[config.mk]
export PLATFORM = sky130hd
export DESIGN_NAME = adder_bist_driver_64u
export DESIGN_NICKNAME = d
export VERILOG_FILES = /design/src/rtl/adder_bist_driver_64u.sv
export SDC_FILE = /design/constraint.sdc
export NUM_CORES = 1
export LEC_CHECK = 0
export ABC_AREA = 1
export BUFFER_PORTS_ARGS = -buffer_cell sky130_fd_sc_hd__buf_2
export CORE_UTILIZATION = 60
export CTS_CLUSTER_SIZE = 12
export DETAILED_ROUTE_END_ITERATION = 8
export GPL_ROUTABILITY_DRIVEN = 1
export PLACE_DENSITY_LB_ADDON = 0.25
export SLEW_MARGIN = 15
export SYNTH_ARGS = -nofsm -noshare
export SYNTH_HDL_FRONTEND = slang
export SYNTH_SLANG_ARGS = --single-unit
export TNS_END_PERCENT = 50
[constraint.sdc]
create_clock -name clk -period 17.55 [get_ports clk]
set_input_delay 0 -clock clk [delete_from_list [all_inputs] [get_ports clk]]
set_output_delay 0 -clock clk [all_outputs]
set_load 0.01 [all_outputs]
[src/rtl/adder_bist_driver_64u.sv]
// Self-test driver/checker for a registered 64-bit adder wrapper: issues corner and LFSR
// operand pairs, tracks expected sums through a LATENCY-deep pipe and tallies mismatches.
module adder_bist_driver_64u #(
  parameter int          NUM_VECTORS = 1024,
  parameter int          LATENCY     = 2,
  parameter logic [63:0] SEED_A      = 64'h0123456789ABCDEF,
  parameter logic [63:0] SEED_B      = 64'hFEDCBA9876543210
) (
  input  logic        clk,
  input  logic        rst,
  input  logic        start,
  output logic [63:0] dut_a,
  output logic [63:0] dut_b,
  input  logic [63:0] dut_sum,
  input  logic        dut_cout,
  output logic        busy,
  output logic        done,
  output logic        pass,
  output logic [15:0] err_count,
  output logic [15:0] first_err_idx,
  output logic [15:0] vec_count
);

  localparam logic [1:0] IDLE  = 2'd0;
  localparam logic [1:0] RUN   = 2'd1;
  localparam logic [1:0] DRAIN = 2'd2;
  localparam logic [1:0] DONE  = 2'd3;

  localparam logic [63:0] SEED_A_EFF = (SEED_A == 64'd0) ? 64'd1 : SEED_A;
  localparam logic [63:0] SEED_B_EFF = (SEED_B == 64'd0) ? 64'd1 : SEED_B;
  // Right-shifting Galois form of x^64+x^63+x^61+x^60+1
  localparam logic [63:0] LFSR_MASK  = 64'hD800_0000_0000_0000;
  localparam logic [15:0] LAST_IDX   = 16'(NUM_VECTORS - 1);
  localparam logic [15:0] DRAIN_LAST = 16'(LATENCY - 1);

  logic [1:0]  state_reg;
  logic [63:0] lfsr_a_reg, lfsr_b_reg;
  logic [15:0] drain_cnt_reg;

  logic        pipe_valid_reg [LATENCY];
  logic [15:0] pipe_idx_reg   [LATENCY];
  logic [64:0] pipe_exp_reg   [LATENCY];

  logic [63:0] vec_a, vec_b;
  logic [64:0] vec_exp;
  logic        issue, run_entry, mismatch;
  logic [15:0] err_next, first_next;

  function automatic logic [63:0] lfsr_step(input logic [63:0] s);
    return s[0] ? ((s >> 1) ^ LFSR_MASK) : (s >> 1);
  endfunction

  always_comb begin
    vec_a = lfsr_a_reg;
    vec_b = lfsr_b_reg;
    case (vec_count)
      16'd0: begin vec_a = 64'd0; vec_b = 64'd0; end
      16'd1: begin vec_a = '1;    vec_b = 64'd1; end
      16'd2: begin vec_a = '1;    vec_b = '1;    end
      16'd3: begin vec_a = 64'h5555_5555_5555_5555; vec_b = 64'hAAAA_AAAA_AAAA_AAAA; end
      default: ;
    endcase
    vec_exp = {1'b0, vec_a} + {1'b0, vec_b};
  end

  assign issue     = (state_reg == RUN);
  assign run_entry = start && ((state_reg == IDLE) || (state_reg == DONE));
  assign mismatch  = pipe_valid_reg[LATENCY-1] &&
                     ({dut_cout, dut_sum} != pipe_exp_reg[LATENCY-1]);

  always_comb begin
    err_next   = err_count;
    first_next = first_err_idx;
    if (mismatch) begin
      if (err_count != 16'hFFFF) err_next = err_count + 16'd1;
      if (first_err_idx == 16'hFFFF) first_next = pipe_idx_reg[LATENCY-1];
    end
  end

  always_ff @(posedge clk or posedge rst) begin
    if (rst) begin
      state_reg     <= IDLE;
      dut_a         <= '0;
      dut_b         <= '0;
      busy          <= 1'b0;
      done          <= 1'b0;
      pass          <= 1'b0;
      err_count     <= '0;
      first_err_idx <= 16'hFFFF;
      vec_count     <= '0;
      lfsr_a_reg    <= SEED_A_EFF;
      lfsr_b_reg    <= SEED_B_EFF;
      drain_cnt_reg <= '0;
    end else if (run_entry) begin
      state_reg     <= RUN;
      busy          <= 1'b1;
      done          <= 1'b0;
      pass          <= 1'b0;
      err_count     <= '0;
      first_err_idx <= 16'hFFFF;
      vec_count     <= '0;
      lfsr_a_reg    <= SEED_A_EFF;
      lfsr_b_reg    <= SEED_B_EFF;
    end else begin
      err_count     <= err_next;
      first_err_idx <= first_next;
      case (state_reg)
        RUN: begin
          dut_a     <= vec_a;
          dut_b     <= vec_b;
          vec_count <= vec_count + 16'd1;
          if (vec_count >= 16'd4) begin
            lfsr_a_reg <= lfsr_step(lfsr_a_reg);
            lfsr_b_reg <= lfsr_step(lfsr_b_reg);
          end
          if (vec_count == LAST_IDX) begin
            state_reg     <= DRAIN;
            drain_cnt_reg <= '0;
          end
        end
        DRAIN: begin
          drain_cnt_reg <= drain_cnt_reg + 16'd1;
          if (drain_cnt_reg == DRAIN_LAST) begin
            // The last vector's compare lands on this same edge, so use err_next.
            state_reg <= DONE;
            busy      <= 1'b0;
            done      <= 1'b1;
            pass      <= (err_next == 16'd0);
          end
        end
        default: ;
      endcase
    end
  end

  always_ff @(posedge clk or posedge rst) begin
    if (rst) begin
      pipe_valid_reg[0] <= 1'b0;
      pipe_idx_reg[0]   <= '0;
      pipe_exp_reg[0]   <= '0;
    end else begin
      pipe_valid_reg[0] <= issue;
      pipe_idx_reg[0]   <= vec_count;
      pipe_exp_reg[0]   <= vec_exp;
    end
  end

  for (genvar gi = 1; gi < LATENCY; gi++) begin : g_pipe
    always_ff @(posedge clk or posedge rst) begin
      if (rst) begin
        pipe_valid_reg[gi] <= 1'b0;
        pipe_idx_reg[gi]   <= '0;
        pipe_exp_reg[gi]   <= '0;
      end else begin
        pipe_valid_reg[gi] <= pipe_valid_reg[gi-1];
        pipe_idx_reg[gi]   <= pipe_idx_reg[gi-1];
        pipe_exp_reg[gi]   <= pipe_exp_reg[gi-1];
      end
    end
  end

endmodule

# Word level (Yosys, flattened, before mapping)
# Index checks and enable logic that the tools add are counted.
# op_classes
n_div	0
n_addsub	4
n_mux	33
multipliers	0
shift	0
eq_ne	14
n_bitwise	3
n_reduce_logical	21
n_lt_le_gt_ge	1
# op_table
cell	count
64-bit two-way mux	8
64-bit case mux with 4 select lines	1
64-bit case mux with 3 select lines	1
16-bit two-way mux	9
64-bit by 64-bit adder with 65-bit output	1
65-bit != test	1
16-bit by 1-bit adder with 16-bit output (second input constant)	3
16-bit by 1-bit equality test with 1-bit output (second input constant)	2
16-bit by 2-bit equality test with 1-bit output (second input constant)	2
16-bit logical NOT	2
16-bit case mux with 2 select lines	1
16-bit by 10-bit equality test with 1-bit output (second input constant)	1
16-bit equality test (second input constant)	1
16-bit by 3-bit >= comparator with 1-bit output (second input constant)	1
16-bit != test (second input constant)	1
2-bit nonzero test	7
1-bit two-way mux	9
3-bit inverter with 4-bit output	2
2-bit AND reduction	4
2-bit two-way mux	3
3-bit AND reduction	2
2-bit equality test (second input constant)	2
2-bit case mux with 2 select lines	1
3-bit by 1-bit != test with 1-bit output (second input constant)	1
other kinds (9)	10
# word_totals
in_bits	68
latchBits	0
rom_bits	0
memories	0
reg_bits	489
ramBits	0

# Longest topological paths before layout
# depth
word_depth	7
ltp_mapped	28
depth_no_buf	27

# Least setup slack after synthesis
# No wires, ideal clock.
# synth_timing
path_kind	register -> register
startpoint	register vec_count[12]
endpoint	register pipe_exp_reg[117] in the netlist's numbering
setup_time_ns	0.079
slack_ns	14.034
required_time_ns	17.471
t_arrival_ns	3.437
n_path_buf	1
stages_incl_launch_ff	25
path_cell_list	dfrtp_1 nor4_2 nand3_1 nand3b_4 inv_4 o21ai_2 clkbuf_1 o21ai_2 ha_1 inv_1 fa_1 inv_1 nand3_1 nand2_1 nand3_1 nand2_1 nand2_1 nand2_1 nand3_1 nand2_1 nand2_1 nand2_1 a21oi_1 o21bai_1 xor2_1
# synth_via
word_cells_on_any_way	8
cone_classes	1 x add/sub; 3 x eq/ne; 2 x mux; 2 x reduce/logical
# synth_lines
element	line_no	rtl
from (decl)	21	output logic [15:0] vec_count
from (signal assigned)	111	vec_count <= vec_count + 16'd1;
16-bit by 2-bit equality test with 1-bit output (tied with other cells)	56	case (vec_count)
64-bit case mux with 4 select lines *	56	
net vec_b[0]	44	logic [63:0] vec_a, vec_b;
64-bit by 64-bit adder with 65-bit output *	63	vec_exp = {1'b0, vec_a} + {1'b0, vec_b};
net vec_exp[52]	45	logic [64:0] vec_exp;
to (decl)	42	logic [64:0] pipe_exp_reg [LATENCY];
# Mark *: on every way through the listed nets, which the timed path passes. The rest lies on a longest branch.
# A chain may end at the register's enable or synchronous reset.

# Worst setup path after layout
# layout_timing
startpoint	register vec_count[0]
endpoint	register pipe_exp_reg[115] in the netlist's numbering
# The elaborated chain is that of the path after synthesis.

==> out/qor.csv <==
metric;value;unit
status;complete, no violations;
fin_util;69.58;%
worst-path-buf-inv;5;
cts.sinks;489;
drtIter0Drc;1853;
drive_gt1_share;15.38;%
crit_cells;22;
dp_slack;11.98;ns
regArea;0.01234;mm^2
synth-seq-cells;489;
initial_core_util;61.38;%
final_hold_viol_count;0;
clkTransAtPathRegs;0.06;ns
maxSlewViolCount;0;
grt_setup_unrepaired;false;
critPathRequiredTime;18.03;ns
fin_nets;3194;
rrSetupSlack;11.80;ns
rows;72;
timing_worst_setup_path_type;reg -> reg;
first_pass_iters;7;
yosysUniqueCellTypes;56;
insertion_delay;0.60;ns
critPathCaptureType;register;
finish.cell_count_without_fillers;3612;
synth_cells;2828;
htreeDepth;2;
dp_hpwl;51300;um
cp_slowest_cell;nor2_4;
die_w;201.8;um
area_delta_synth_final;13.36;%
syn_nets;2970;
maxCapViolCount;0;
largest_register_ffs;130;
cts_buffer_depth;3;
path_delay_family;simple AND/OR/NAND/NOR gates;
die_h;201.8;um
root_buffer;clkbuf_16;
drcViolationCount;0;
coreArea;0.03901;mm^2
cts_tree;yes;
hp-class;in -> async;
wire_per_inst;19.73;um
period_share;32.76;%
seq_area_frac_synth;51.53;%
critPathMaxFanout;41;
setup_violations;0;
io_pins;247;
syn_area;0.02394;mm^2
worstMarginPinSlew;1.147;ns
port_buffers;246;
syn-mean-instance-area;8.466;um^2
skew;0.01645;ns
antenna_cells;0;
cts_resized;0;
cp.arrival;6.23;ns
multiInputGateArea;0.009694;mm^2
period_minus_slack;5.750;ns
place_inst;3515;
grt_max_degree;202;
cts_buffers;50;
viasPerCell;5.682;
fmax;173.9;MHz
track_usage;35.67;%
ff2ff_path_depth;22;
maxSlewHeadroom;23.54;%
grt_pass1_vias;20600;
ys.warnings.count;0;
startpoint_type;register;
grt_overflow;0;
path_cells;inv_1, ha_1, nand2_2, inv_2, nor2_4, inv_4, o21ai_2, ha_1, inv_1, fa_1, inv_1, nand3_1, nand2_1, a21oi_2, o21ai_1, a21oi_1, nor2_1, nor2_1, o21ai_2, a21oi_1, nand2_1, nand2_1;
grt_antenna_before_repair;0;
fillers;3096;
ant_nets;0;
wirelength;71250;um
die_area;0.04071;mm^2
place.gp.congestion;0.9928;
setup_ws;11.80;ns
fin_setup_tns;0;ns
grt_pass1_wl;112100;um
max_stage_delay;0.91;ns
vias;20520;
[logic make-up after synthesis]
family / share of synthesized area, %
flip-flops: 51.53
AO/OA/AOI/OAI: 13.93
buffers and inverters: 8.106
AND/OR/NAND/NOR: 19.03
adder cells (fa/ha/maj): 3.899
XOR/XNOR: 3.512
[cells in the mapped netlist, drive strengths merged]
master     n  area share, %
a21oi    147            3.1
o2111ai    1          0.037
or2        5           0.13
dfrtp    409             43
and3       3          0.078
nor3      30           0.63
o22ai     60            1.6
fa         1          0.084
nand4     19           0.52
nor3b      3          0.094
dfstp     80            8.8
inv      390            6.1
o21a       6           0.19
o211ai     4           0.13
a221oi     5           0.18
ha        73            3.8
nand3     65            1.5
xor2      45            1.6
o31ai      1          0.052
a21boi     6           0.19
a31oi     16           0.42
o21bai    10           0.31
nor2     236            3.8
a21o      13           0.41
xnor2     51            1.9
o221ai     1          0.037
o21ai    246            5.7
a311o      1          0.042
nor4      12           0.34
nand3b     3           0.15
and2       1          0.026
clkbuf    47           0.74
buf       42            1.2
a2111oi    1          0.037
a22oi     45            1.4
a211oi     3          0.094
nand2    747             12
[stage by stage]
step	hold WS, ns	cell area, um^2
2_1_floorplan	0.3312	23940
3_3_place_gp	0.2422	25490
3_5_place_dp	0.2627	25490
4_1_cts	0.1752	27110
5_1_grt	0.2580	27140
6_report	0.1681	27140
[placed cells by master (no fill, tap or decap), types with 18 or more instances in the layout]
cell type	instances
xor2_1	45
clkbuf_1	28
nor3_1	30
clkbuf_16	51
o21ai_0	197
dfrtp_1	409
nor2_1	229
inv_1	381
nand4_1	18
a22oi_1	45
ha_1	72
nand3_1	62
nand2_1	742
xnor2_1	51
o22ai_1	60
o21ai_2	34
a21oi_1	143
buf_2	246
dfstp_2	80
[tightest hold or removal path: cells and delay by family]
family,cells,cell delay (ns)
buffers and inverters,3,1.31
[final timing paths]
path	start	end
setup / recovery	vec_count[0]	pipe_exp_reg[115]
hold / removal	rst	dut_b[2]
setup reg to reg	vec_count[0]	pipe_exp_reg[115]
hold reg to reg	pipe_exp_reg[66]	pipe_exp_reg[1]
max in group asynchronous	rst	dut_a[47]
min in group clk	pipe_exp_reg[66]	pipe_exp_reg[1]
[timing repair]
action                                 in CTS  in global routing
hold buffers                                2                  0
setup buffers                               0                  0
endpoints found under the hold margin     120                  0
[area by class of cell]
| class | instances | share of cell area (%) |
|---|---|---|
| sequential | 489 | 45.46 |
| multi-input combinational | 1860 | 35.72 |
| inverter | 390 | 5.454 |
| clock buffer | 86 | 5.445 |
| timing repair buffer | 261 | 5.090 |
| tap | 518 | 2.388 |
| clock inverter | 8 | 0.4472 |
[layer usage]
| layer | global-route usage, % | part of all wire (%) | vias up |
|---|---|---|---|
| li1 | - | - | 9550 |
| met1 | 46.43 | 42 | 9968 |
| met2 | 59.35 | 48 | 834 |
| met3 | 5.167 | 6.1 | 170 |
| met4 | 16.15 | 4.2 | 0 |
| met5 | 0 | 0 | - |
Power is left out: the tool's default activity adds up to more than one toggle a clock period on the data nets, which glitch-free logic cannot reach.
